File: config.mk
export PLATFORM = sky130hd
export DESIGN_NAME = trigger_check_ctrl
export DESIGN_NICKNAME = d
export VERILOG_FILES = /design/src/rtl/trigger_check_ctrl.sv
export SDC_FILE = /design/constraint.sdc
export NUM_CORES = 1
export LEC_CHECK = 0
export CAP_MARGIN = 30
export CELL_PAD_IN_SITES_DETAIL_PLACEMENT = 1
export CELL_PAD_IN_SITES_GLOBAL_PLACEMENT = 1
export CORE_MARGIN = 2
export CORE_UTILIZATION = 31
export DETAILED_ROUTE_END_ITERATION = 8
export PLACE_DENSITY_LB_ADDON = 0.1
export SYNTH_ARGS = -nofsm -noshare
export SYNTH_HDL_FRONTEND = slang
export SYNTH_SLANG_ARGS = --single-unit
File: constraint.sdc
create_clock -name clk -period 2.35 [get_ports clk]
set_input_delay 0.3525 -clock clk [delete_from_list [all_inputs] [get_ports clk]]
set_output_delay 0.3525 -clock clk [all_outputs]
set_load 0.01 [all_outputs]
File: src/rtl/trigger_check_ctrl.sv
// Orbit-synchronous flash-bit search/lock/check controller with per-orbit hit/miss pulses.
// Build option: define TRIGCHK_ERRCNT_EN to include the saturating errCnt and clr_err logic.
module trigger_check_ctrl #(
  parameter int ORBIT_LEN   = 3564,
  parameter int LOCK_ORBITS = 4,
  parameter int MISS_LIMIT  = 2
) (
  input  logic        clk,
  input  logic        rstn,
  input  logic        enable,
  input  logic        clr_err,
  input  logic        trigger,
  output logic        synched,
  output logic        flashBitFlag,
  output logic        error,
  output logic [11:0] flashBx,
  output logic [15:0] errCnt,
  output logic [1:0]  state
);

  localparam int MATCH_W = $clog2(LOCK_ORBITS) + 1;
  localparam int MISS_W  = $clog2(MISS_LIMIT) + 1;

  typedef enum logic [1:0] {
    IDLE   = 2'd0,
    SEARCH = 2'd1,
    VERIFY = 2'd2,
    LOCKED = 2'd3
  } state_t;

  state_t               state_q, state_d;
  logic [11:0]          bx_cnt_q, bx_cnt_d;
  logic [11:0]          flash_bx_q, flash_bx_d;
  logic [MATCH_W-1:0]   match_cnt_q, match_cnt_d, match_inc;
  logic [MISS_W-1:0]    miss_cnt_q, miss_cnt_d, miss_inc;
  logic                 synched_q, synched_d;
  logic                 flag_q, flag_d;
  logic                 error_q, error_d;
  logic                 err_inc;
  logic                 check_pt;

  assign match_inc = match_cnt_q + 1'b1;
  assign miss_inc  = miss_cnt_q + 1'b1;
  assign check_pt  = (bx_cnt_q == flash_bx_q);

  always_comb begin
    bx_cnt_d    = (bx_cnt_q == 12'(ORBIT_LEN - 1)) ? 12'd0 : bx_cnt_q + 12'd1;
    state_d     = state_q;
    flash_bx_d  = flash_bx_q;
    match_cnt_d = match_cnt_q;
    miss_cnt_d  = miss_cnt_q;
    flag_d      = 1'b0;
    error_d     = 1'b0;
    err_inc     = 1'b0;

    if (!enable) begin
      state_d     = IDLE;
      match_cnt_d = '0;
      miss_cnt_d  = '0;
    end else begin
      case (state_q)
        IDLE: state_d = SEARCH;
        SEARCH: begin
          if (trigger) begin
            flash_bx_d  = bx_cnt_q;
            match_cnt_d = '0;
            state_d     = VERIFY;
          end
        end
        VERIFY: begin
          // Only the candidate BX matters; physics triggers elsewhere are legal.
          if (check_pt) begin
            if (trigger) begin
              match_cnt_d = match_inc;
              if (match_inc == MATCH_W'(LOCK_ORBITS)) begin
                state_d    = LOCKED;
                miss_cnt_d = '0;
              end
            end else begin
              state_d = SEARCH;
            end
          end
        end
        LOCKED: begin
          if (check_pt) begin
            if (trigger) begin
              flag_d     = 1'b1;
              miss_cnt_d = '0;
            end else begin
              error_d    = 1'b1;
              err_inc    = 1'b1;
              miss_cnt_d = miss_inc;
              if (miss_inc == MISS_W'(MISS_LIMIT)) state_d = SEARCH;
            end
          end
        end
        default: state_d = IDLE;
      endcase
    end

    synched_d = (state_d == LOCKED);
  end

  always_ff @(posedge clk or negedge rstn) begin
    if (!rstn) begin
      state_q     <= IDLE;
      bx_cnt_q    <= '0;
      flash_bx_q  <= '0;
      match_cnt_q <= '0;
      miss_cnt_q  <= '0;
      synched_q   <= 1'b0;
      flag_q      <= 1'b0;
      error_q     <= 1'b0;
    end else begin
      state_q     <= state_d;
      bx_cnt_q    <= bx_cnt_d;
      flash_bx_q  <= flash_bx_d;
      match_cnt_q <= match_cnt_d;
      miss_cnt_q  <= miss_cnt_d;
      synched_q   <= synched_d;
      flag_q      <= flag_d;
      error_q     <= error_d;
    end
  end

`ifdef TRIGCHK_ERRCNT_EN
  logic [15:0] err_cnt_q, err_cnt_d;

  // Clear takes priority over a coincident increment.
  always_comb begin
    err_cnt_d = err_cnt_q;
    if (clr_err)                             err_cnt_d = 16'd0;
    else if (err_inc && err_cnt_q != 16'hFFFF) err_cnt_d = err_cnt_q + 16'd1;
  end

  always_ff @(posedge clk or negedge rstn) begin
    if (!rstn) err_cnt_q <= 16'd0;
    else       err_cnt_q <= err_cnt_d;
  end

  assign errCnt = err_cnt_q;
`else
  logic unused_err_inputs;
  assign unused_err_inputs = clr_err ^ err_inc;
  assign errCnt = 16'd0;
`endif

  assign state        = state_q;
  assign synched      = synched_q;
  assign flashBitFlag = flag_q;
  assign error        = error_q;
  assign flashBx      = flash_bx_q;

endmodule

==> results.cfg <==
[status]
run_status = complete, no violations

[global_routing]
grt_pass1_wl_mm = 6.55
first_global_vias = 1387
maximum_number_of_pins_on_one_net_before_global_route_repair = 35
antenna_found_initial = 0
gr-total-overflow = 0
track_usage_pct = 13.3

[routing]
drtIter0Drc = 14
vias = 1272
drcViolationCount = 0
drt_pass1_iterations = 4
route.antenna.remaining_nets = 0
route.detailed.vias_per_inst = 4.53
finalWirelength_mm = 3.93
average_routed_wire_per_standard_cell_um = 14.0

[pwr]
switching_share_pct = 26.1
cell_internal_pwr_uw = 1070
irDropWorstVdd_mv = 0.424
leakagePower_uw = 0.000981
power.net_switching_uw = 375
combinationalPowerShare_pct = 18.5
pwr-share-seq_pct = 46.3
p_clk_share_pct = 35.3
power_per_cell_area_nw_per_um2 = 637

[finish]
n_fill_cell = 671
nets = 214
most-common-layout-cells = dfrtp_1 (34), clkdlybuf4s50_1 (20), conb_1 (16)
post_route_cells_drive_above_1_share_pct = 20.4
layout_commonest_cell = dfrtp_1
antenna-diode-count = 0
synthToLayoutAreaGrowth_pct = 23.2

[setup_path]
setup.reg_to_reg.worst_slack_ns = 0.26
worst-path-max-fanout = 8
rr_worst_depth = 5
timing.critical_path.from_type = flip-flop
setup.worst_path.class = flip-flop to flip-flop
worstSetupEndpointType = flip-flop
r2r_end = miss_cnt_q[1]
worstReg2RegStart = bx_cnt_q[5]
worst-endpoint-arrival_ns = 2.31
critPathRequiredTime_ns = 2.56

[floorplan]
fp-row-count = 28
die-height_um = 81.0
core_region_area_um2 = 5820
io_pins = 38
die-width_um = 81.0
initial_core_util_pct = 31.6
die_area_um2 = 6560

[sta]
final_hold_vios = 0
skew_ns = 0.00355
fin_tns_setup_ns = 0
final_period_minus_worst_setup_slack_ns = 2.09
setup_violations = 0
max_slew_violation_count = 0
timing.final.crit_share_pct = 89.1
worst_hold_slack_ns = 0.490
clock.fmax_ghz = 0.478
rsz_0062_raised_after_global_routing = false

[synthesis]
ys.flop_type = dfrtp_1
postSynthCellCount = 173
synth_area_um2 = 1840
postSynthAreaPerCell_um2 = 10.6
synth.ff_latch_count = 34
share_of_synthesized_flip_flops_with_an_asynchronous_set_or_reset_pct = 100
synthesis.yosys.warnings = 0
ys_seq_area_share_pct = 46.3
synth-edff-count = 0
synth.lib_cells_used.distinct = 38

[placed_design]
io_buffer_count = 20
hpwlAfterDp_mm = 3.00
finalWeightedCongestion = 0.771

[clock_tree]
ctsRootBufferMaster = clkbuf_8
clock_latency_ns = 0.28
cts.clk_slew.worst_paths_ns = 0.07
clock-sinks = 34
cts_tree = yes
cts_max_path_buffers = 2
numCtsBuffers = 5
h-tree-depth = 2

[worst_hold_path]
hold_path_class = primary input to async pin

[job]
max_capacitance_violation_count = 0
[layer usage]
| layer | vias up | track usage (%) | share of wire (%) |
|---|---|---|---|
| met1 | 627 | 15.9 | 44 |
| li1 | 613 | - | - |
| met2 | 25 | 23.1 | 51 |
| met5 | - | 0 | 0 |
| met4 | 0 | 5.59 | 1.7 |
| met3 | 7 | 2.78 | 3.2 |
[critical path: stages (launching register included)]
cell and delay (ns):
dfrtp_1 0.43, xnor2_1 0.16, nand4_1 0.19, or4_4 0.59, or4b_1 0.49, a21boi_1 0.15
[logic make-up after synthesis]
group | count (synthesis) | share of synthesized area, %
buf+inv | 33 | 10.6
compound gates | 15 | 5.86
fa+ha+maj | 4 | 2.72
mux | 12 | 7.29
xor+xnor | 22 | 12.1
flops | 34 | 46.3
simple gates | 52 | 14.9
other cells | 1 | 0.204
[state kept, by name (all words and copies together), names as in the netlist]
register      cells
miss_cnt_q        2
flashBitFlag      1
flashBx          12
state             2
bx_cnt_q         12
match_cnt_q       3
error             1
synched           1
[worst max path at each step]
stage,from,to,slack [ns],cells past startpoint
global placement,flashBx[6],miss_cnt_q[1],0.19,5
global route,flashBx[6],miss_cnt_q[0],0.1,5
floorplan,flashBx[0],miss_cnt_q[1],0.31,6
finish,bx_cnt_q[5],miss_cnt_q[1],0.26,5
detailed placement,flashBx[6],miss_cnt_q[1],0.15,5
CTS,flashBx[0],miss_cnt_q[1],0.10,5
[power by group through the flow]
stage	registers, µW	clock network, µW	logic (µW)
2_1_floorplan	686	0	143
5_1_grt	671	561	291
6_report	666	508	266
3_5_place_dp	678	0	269
4_1_cts	667	535	270
3_3_place_gp	675	0	267
[stage by stage]
stage	worst slack, ns	power (µW)	std cells	utilization [%]	instance area, µm²
6_report	0.256	1440	281	38.9	2260
4_1_cts	0.101	1470	281	38.8	2260
2_1_floorplan	0.311	829	188	-	1890
3_5_place_dp	0.146	947	273	36.9	2150
5_1_grt	0.0962	1520	281	38.9	2260
3_3_place_gp	0.188	943	273	36.9	2150
[cells in the mapped netlist (3+ instances only)]
| cell | instances | share of area, % |
|---|---|---|
| dfrtp_1 | 34 | 46 |
| buf_4 | 16 | 6.5 |
| nor2_1 | 13 | 2.7 |
| xnor2_1 | 13 | 6.2 |
| mux2_2 | 11 | 6.7 |
| nand2_1 | 10 | 2.0 |
| inv_1 | 8 | 1.6 |
| nand3_1 | 7 | 1.9 |
| clkbuf_1 | 5 | 1.0 |
| xor2_1 | 5 | 2.4 |
| ha_1 | 4 | 2.7 |
| nand2b_1 | 4 | 1.4 |
| o21ai_0 | 4 | 1.1 |
| xnor2_2 | 4 | 3.5 |
| nand4_1 | 3 | 1.0 |
| nor4_1 | 3 | 1.0 |
[area by class of cell]
class,count,area (µm²),share of cell area [%]
clock buffer,8,110,4.87
tap,75,93.8,4.15
sequential,34,851,37.6
multi-input combinational,121,852,37.7
timing repair buffer,35,325,14.4
inverter,8,30.0,1.33
[timing repair]
item	in CTS	in global routing
buffers inserted	0	0
endpoints found under the setup margin	0	1
resized for setup	0	1
hold buffers	0	0
Power figures use the tool's default switching activity.
